### config.mk
export PLATFORM = sky130hd
export DESIGN_NAME = rgb2ycbcr_stream
export DESIGN_NICKNAME = d
export VERILOG_FILES = /design/src/rtl/rgb2ycbcr_stream.sv
export SDC_FILE = /design/constraint.sdc
export NUM_CORES = 1
export LEC_CHECK = 0
export ABC_AREA = 1
export BUFFER_PORTS_ARGS = -buffer_cell sky130_fd_sc_hd__buf_2
export CAP_MARGIN = 20
export CORE_MARGIN = 2
export CORE_UTILIZATION = 70
export DETAILED_ROUTE_END_ITERATION = 7
export PLACE_DENSITY = 0.9
export SETUP_SLACK_MARGIN = 0.1
export SLEW_MARGIN = 10
export SYNTH_ARGS = -nofsm -noshare
export SYNTH_HDL_FRONTEND = slang
export SYNTH_SLANG_ARGS = --single-unit
### constraint.sdc
create_clock -name clk -period 6.9 [get_ports clk]
set_clock_uncertainty 0.1 [all_clocks]
set_input_delay 1.035 -clock clk [delete_from_list [all_inputs] [get_ports clk]]
set_output_delay 1.035 -clock clk [all_outputs]
set_load 0.005 [all_outputs]
### src/rtl/rgb2ycbcr_stream.sv
// Three-stage RGB888 -> YCbCr (BT.601, 8-bit fixed-point) converter with valid/ready and a line-end tag.
// Define RGB2YCBCR_SKID_EN to add a 2-entry input skid buffer with a registered in_ready.
module rgb2ycbcr_stream #(
  parameter int Y_OFFSET = 0,
  parameter int C_OFFSET = 128,
  parameter int SAT_MIN  = 0,
  parameter int SAT_MAX  = 255
) (
  input  logic       clk,
  input  logic       rst_n,
  input  logic       in_valid,
  output logic       in_ready,
  input  logic [7:0] R,
  input  logic [7:0] G,
  input  logic [7:0] B,
  input  logic       in_last,
  output logic       out_valid,
  input  logic       out_ready,
  output logic [7:0] Y,
  output logic [7:0] Cb,
  output logic [7:0] Cr,
  output logic       out_last
);

  typedef logic signed [17:0] acc_t;

  localparam acc_t K_YR  = 18'sd77;
  localparam acc_t K_YG  = 18'sd150;
  localparam acc_t K_YB  = 18'sd29;
  localparam acc_t K_CBR = -18'sd43;
  localparam acc_t K_CBG = -18'sd85;
  localparam acc_t K_CBB = 18'sd128;
  localparam acc_t K_CRR = 18'sd128;
  localparam acc_t K_CRG = -18'sd107;
  localparam acc_t K_CRB = -18'sd21;
  localparam acc_t RND   = 18'sd128;
  localparam acc_t Y_OFF = acc_t'(Y_OFFSET);
  localparam acc_t C_OFF = acc_t'(C_OFFSET);

  function automatic acc_t mul_coef(input logic [7:0] x, input acc_t k);
    return acc_t'({10'd0, x}) * k;
  endfunction

  // Saturate instead of wrapping: out-of-range results pin to the clamp bounds.
  function automatic logic [7:0] clamp_px(input acc_t sum, input acc_t offs);
    acc_t v;
    v = (sum >>> 4'd8) + offs;
    if (v < acc_t'(SAT_MIN)) begin
      return 8'(SAT_MIN);
    end else if (v > acc_t'(SAT_MAX)) begin
      return 8'(SAT_MAX);
    end else begin
      return v[7:0];
    end
  endfunction

  logic       adv_s;
  logic       feed_valid_s;
  logic [7:0] feed_r_s, feed_g_s, feed_b_s;
  logic       feed_last_s;

  logic       s1_valid_r, s1_last_r;
  acc_t       prod_r [9];
  logic       s2_valid_r, s2_last_r;
  acc_t       sum_y_r, sum_cb_r, sum_cr_r;
  logic       out_valid_r, out_last_r;
  logic [7:0] y_r, cb_r, cr_r;

  // The whole pipe moves together unless the output holds a pixel nobody takes.
  assign adv_s = !out_valid_r || out_ready;

`ifdef RGB2YCBCR_SKID_EN
  logic [24:0] skid_mem_r [2];
  logic        skid_wr_ptr_r, skid_rd_ptr_r;
  logic [1:0]  skid_cnt_r;
  logic [1:0]  skid_cnt_nxt_s;
  logic        in_ready_r;
  logic        push_s, pop_s;

  assign push_s = in_valid && in_ready_r;
  assign pop_s  = adv_s && (skid_cnt_r != 2'd0);

  // Next skid occupancy from concurrent push/pop.
  always_comb begin
    skid_cnt_nxt_s = skid_cnt_r;
    if (push_s && !pop_s) begin
      skid_cnt_nxt_s = skid_cnt_r + 2'd1;
    end else if (pop_s && !push_s) begin
      skid_cnt_nxt_s = skid_cnt_r - 2'd1;
    end else begin
      skid_cnt_nxt_s = skid_cnt_r;
    end
  end

  // Skid storage; in_ready is registered from the next occupancy.
  always_ff @(posedge clk or negedge rst_n) begin
    if (!rst_n) begin
      skid_mem_r[0] <= 25'd0;
      skid_mem_r[1] <= 25'd0;
      skid_wr_ptr_r <= 1'b0;
      skid_rd_ptr_r <= 1'b0;
      skid_cnt_r    <= 2'd0;
      in_ready_r    <= 1'b1;
    end else begin
      if (push_s) begin
        skid_mem_r[skid_wr_ptr_r] <= {in_last, R, G, B};
        skid_wr_ptr_r             <= ~skid_wr_ptr_r;
      end
      if (pop_s) begin
        skid_rd_ptr_r <= ~skid_rd_ptr_r;
      end
      skid_cnt_r <= skid_cnt_nxt_s;
      in_ready_r <= (skid_cnt_nxt_s != 2'd2);
    end
  end

  assign feed_valid_s = (skid_cnt_r != 2'd0);
  assign {feed_last_s, feed_r_s, feed_g_s, feed_b_s} = skid_mem_r[skid_rd_ptr_r];
  assign in_ready     = in_ready_r;
`else
  assign feed_valid_s = in_valid;
  assign feed_r_s     = R;
  assign feed_g_s     = G;
  assign feed_b_s     = B;
  assign feed_last_s  = in_last;
  assign in_ready     = adv_s;
`endif

  // S1: capture the nine coefficient products.
  always_ff @(posedge clk or negedge rst_n) begin
    if (!rst_n) begin
      s1_valid_r <= 1'b0;
      s1_last_r  <= 1'b0;
      for (int i = 0; i < 9; i++) begin
        prod_r[i] <= 18'sd0;
      end
    end else if (adv_s) begin
      s1_valid_r <= feed_valid_s;
      if (feed_valid_s) begin
        s1_last_r <= feed_last_s;
        prod_r[0] <= mul_coef(feed_r_s, K_YR);
        prod_r[1] <= mul_coef(feed_g_s, K_YG);
        prod_r[2] <= mul_coef(feed_b_s, K_YB);
        prod_r[3] <= mul_coef(feed_r_s, K_CBR);
        prod_r[4] <= mul_coef(feed_g_s, K_CBG);
        prod_r[5] <= mul_coef(feed_b_s, K_CBB);
        prod_r[6] <= mul_coef(feed_r_s, K_CRR);
        prod_r[7] <= mul_coef(feed_g_s, K_CRG);
        prod_r[8] <= mul_coef(feed_b_s, K_CRB);
      end
    end
  end

  // S2: per-component sums with the rounding constant folded in.
  always_ff @(posedge clk or negedge rst_n) begin
    if (!rst_n) begin
      s2_valid_r <= 1'b0;
      s2_last_r  <= 1'b0;
      sum_y_r    <= 18'sd0;
      sum_cb_r   <= 18'sd0;
      sum_cr_r   <= 18'sd0;
    end else if (adv_s) begin
      s2_valid_r <= s1_valid_r;
      if (s1_valid_r) begin
        s2_last_r <= s1_last_r;
        sum_y_r   <= prod_r[0] + prod_r[1] + prod_r[2] + RND;
        sum_cb_r  <= prod_r[3] + prod_r[4] + prod_r[5] + RND;
        sum_cr_r  <= prod_r[6] + prod_r[7] + prod_r[8] + RND;
      end
    end
  end

  // S3: shift, offset and clamp into the output registers.
  always_ff @(posedge clk or negedge rst_n) begin
    if (!rst_n) begin
      out_valid_r <= 1'b0;
      out_last_r  <= 1'b0;
      y_r         <= 8'd0;
      cb_r        <= 8'd0;
      cr_r        <= 8'd0;
    end else if (adv_s) begin
      out_valid_r <= s2_valid_r;
      if (s2_valid_r) begin
        out_last_r <= s2_last_r;
        y_r        <= clamp_px(sum_y_r, Y_OFF);
        cb_r       <= clamp_px(sum_cb_r, C_OFF);
        cr_r       <= clamp_px(sum_cr_r, C_OFF);
      end
    end
  end

  assign out_valid = out_valid_r;
  assign out_last  = out_last_r;
  assign Y         = y_r;
  assign Cb        = cb_r;
  assign Cr        = cr_r;

endmodule

==> summary.txt <==
Cells and area
  • Fillers: 1806
  • Non-Filler Instances: 2655
  • Layout area overhead: 6.34%
  • Fin nets: 2801
  • Antenna fix cells: 0
  • Util after Layout: 0.757
  • Share of layout cells above drive strength 1: 0.0452

STA
  • Rel. slew slack: 0.353
  • Hold Fails Final Rpt: 0
  • Minimum clock period after layout: 4.29 ns
  • Worst slew pin tran: 0.971 ns
  • Final setup fails: 0
  • Setup TNS: 0 ns
  • FMAX: 0.233 GHz
  • Fin. max-slew vios: 0
  • Period utilization: 0.621
  • RSZ-0062 raised after global routing: false

CTS
  • Setup Buffers After CTS: 0
  • Root Buffer: clkbuf_16
  • Clock Latency Late Sink: 0.43 ns
  • Sink Count: 172
  • TritonCTS clock tree: done
  • TritonCTS Buffers: 17
  • CTS H-tree lvls: 4
  • Worst-path clk slew: 0.07 ns
  • Post-CTS sizing: 0
  • Clock Tree Buf Depth: 2
  • Hold_buf cts: 0

Critical path
  • Crit Path Category: in -> reg
  • Worst r2r path cells: 10
  • R2r endpoint: sum_y_r[15]$_DFFE_PN0P_
  • Nature of the critical path startpoint: input port
  • Worst R2R Setup Slack: 3.96 ns
  • WP data arrival: 4.49 ns
  • Critical path launch point: G[4]
  • CP endpoint kind: flop
  • Crit path required time: 7.11 ns
  • Crit Path Max Fanout: 9
  • Worst Setup EP: prod_r[33]$_DFFE_PN0P_
  • RR Startpoint: prod_r[136]$_DFFE_PN0P_

Power
  • Comb power frac: 0.691
  • PD cells: 475 nW/um^2
  • Worst vdd ir: 0.000330 V
  • Leakage power: 0.0109 uW
  • Clock power frac: 0.107
  • Switching power: 4790 uW
  • Sw Ratio: 0.528
  • P_int: 4280 uW
  • Power consumption: 9060 uW
  • Sequential fraction of design power: 0.203

Logic synthesis
  • Syn Area/Cell: 7.91 um^2
  • Number of synthesized register bits: 172
  • Synthesized area: 17900 um^2
  • Top FF cell, synth: dfrtp_1
  • Cells after Synth: 2267
  • Ys async rst share: 1.00
  • Register area share after synthesis: 0.240
  • Post-synth EDFFs: 0
  • Syn nets: 2756
  • Netlist cell types: 34
  • YS warnings: 0

Floorplan
  • Initial Util: 0.712
  • Core area: 25200 um^2
  • FP Rows: 58
  • Die Span X: 164 um
  • Die ar.: 26900 um^2
  • Top Ports: 56
  • Die height: 164 um

Drt
  • Via count: 15269
  • WL final: 43.9 mm
  • Routed Antenna Nets: 0
  • Vias/cell: 5.75
  • Routed len/inst: 16.5 um
  • Drt drc: 0
  • 1st-iter DRT viols: 1254
  • Pre-antenna DRT Iters: 6

Global routing
  • Antenna violations before repair: 0
  • Largest net degree at the start of global routing: 109
  • Vias in the first global route: 14801
  • Global-route wire length before repair: 71.3 mm
  • Total track usage: 0.335
  • Gr ovfl total: 0

Placement
  • Number of port buffers: 55
  • GP Congestion: 0.960
  • Cells after DPL: 2622
  • Hpwl dp: 35.7 mm

Flow run
  • Max-cap viol count: 0

Min path
  • Hold Path Class: reg -> reg

Run status
  • Status: finished clean
==> registers in the layout, summed over array words and instances, names as in the netlist <==
name,flops
s2_valid_r,1
out_last,1
s2_last_r,1
Cr,8
s1_last_r,1
sum_y_r,10
out_valid,1
Cb,8
sum_cb_r,10
s1_valid_r,1
Y,8
sum_cr_r,10
prod_r,112
==> cells in the mapped netlist (all sizes together), types with 5 or more instances <==
master  number  area share
o21bai      11      0.0046
inv        344       0.072
a21oi       88       0.025
nand2      648        0.14
ha         361        0.25
xor2        15      0.0073
fa          99        0.11
nand3      144       0.040
clkbuf       5      0.0010
buf         28      0.0091
nor2       133       0.029
dfrtp      172        0.24
o21ai      127       0.036
xnor2       31       0.015
a21o        10      0.0042
nand4       23      0.0080
a31oi        6      0.0021
and2         7      0.0024
==> critical path: stages <==
cell	delay (ns)
buf_2	0.21
inv_1	0.10
ha_1	0.36
fa_1	0.55
fa_1	0.46
fa_1	0.55
inv_1	0.05
ha_1	0.32
inv_1	0.07
o21ai_0	0.28
o21ai_0	0.18
nand3_1	0.12
nand2_1	0.06
nand3_1	0.07
nand2_1	0.07
==> metal layers <==
layer | up-vias | wire length (um) | GRT usage
met5 | - | 0 | 0
met2 | 534 | 20900 | 0.572
met3 | 137 | 2540 | 0.0472
li1 | 7384 | - | -
met4 | 0 | 1740 | 0.126
met1 | 7214 | 18700 | 0.434
==> cells by family (layout without fill, tap and decap cells) <==
group | after synthesis | in the layout | synth area share
flops | 172 | 172 | 0.240
buf+inv | 377 | 435 | 0.0821
xor+xnor | 46 | 46 | 0.0225
compound gates | 247 | 247 | 0.0729
fa+ha+maj | 460 | 460 | 0.362
simple gates | 965 | 965 | 0.220
==> power by group through the flow <==
stage / clock network (uW) / registers, uW / logic (uW)
2_1_floorplan: 0 / 1690 / 4570
3_3_place_gp: 0 / 1830 / 5790
3_5_place_dp: 0 / 1840 / 5990
4_1_cts: 961 / 1830 / 6130
5_1_grt: 1010 / 1880 / 7060
6_report: 965 / 1840 / 6260
==> cells in the final DEF, fill, tap and decap left out, types with 10 or more instances in the layout <==
cell type    n
nand3_1    144
xor2_1      15
o21ai_1     28
a21o_1      10
buf_2       54
nand2_1    644
o21bai_1    11
ha_1       361
dfrtp_1    172
xnor2_1     31
clkbuf_16   17
o21ai_0     98
a21oi_1     88
fa_1        99
nand4_1     23
nor2_1     126
inv_1      342
==> cell type report <==
| cell class | instances | area [um^2] | area share |
|---|---|---|---|
| Multi-Input combinational cell | 1718 | 12200 | 0.637 |
| Sequential cell | 172 | 4300 | 0.226 |
| Inverter | 344 | 1290 | 0.0677 |
| Clock buffer | 19 | 443 | 0.0232 |
| Tap cell | 330 | 413 | 0.0217 |
| Timing Repair Buffer | 59 | 332 | 0.0174 |
| Clock inverter | 13 | 131 | 0.00689 |
==> worst min-delay path by stage <==
stage / from / end / slack (ns) / cells after the start
CTS: Cb[7]$_DFFE_PN0P_ / Cb[7]$_DFFE_PN0P_ / 0.38 / 2
global route: Y[2]$_DFFE_PN0P_ / Y[2]$_DFFE_PN0P_ / 0.40 / 2
finish: Y[7]$_DFFE_PN0P_ / Y[7]$_DFFE_PN0P_ / 0.38 / 2
floorplan: s2_valid_r$_DFFE_PN0N_ / out_valid$_DFFE_PN0N_ / 0.33 / 2
global placement: s2_valid_r$_DFFE_PN0N_ / out_valid$_DFFE_PN0N_ / 0.35 / 2
detailed placement: Y[7]$_DFFE_PN0P_ / Y[7]$_DFFE_PN0P_ / 0.36 / 2
==> through the flow <==
step           hold slack (ns)  setup WS, ns  area [um^2]
6_report                 0.378          2.61        19100
5_1_grt                  0.400          2.37        19100
4_1_cts                  0.379          2.64        19000
3_5_place_dp             0.360          2.21        18500
3_3_place_gp             0.348          2.32        18500
2_1_floorplan            0.331          2.69        17900
Power figures use the tool's default switching activity.
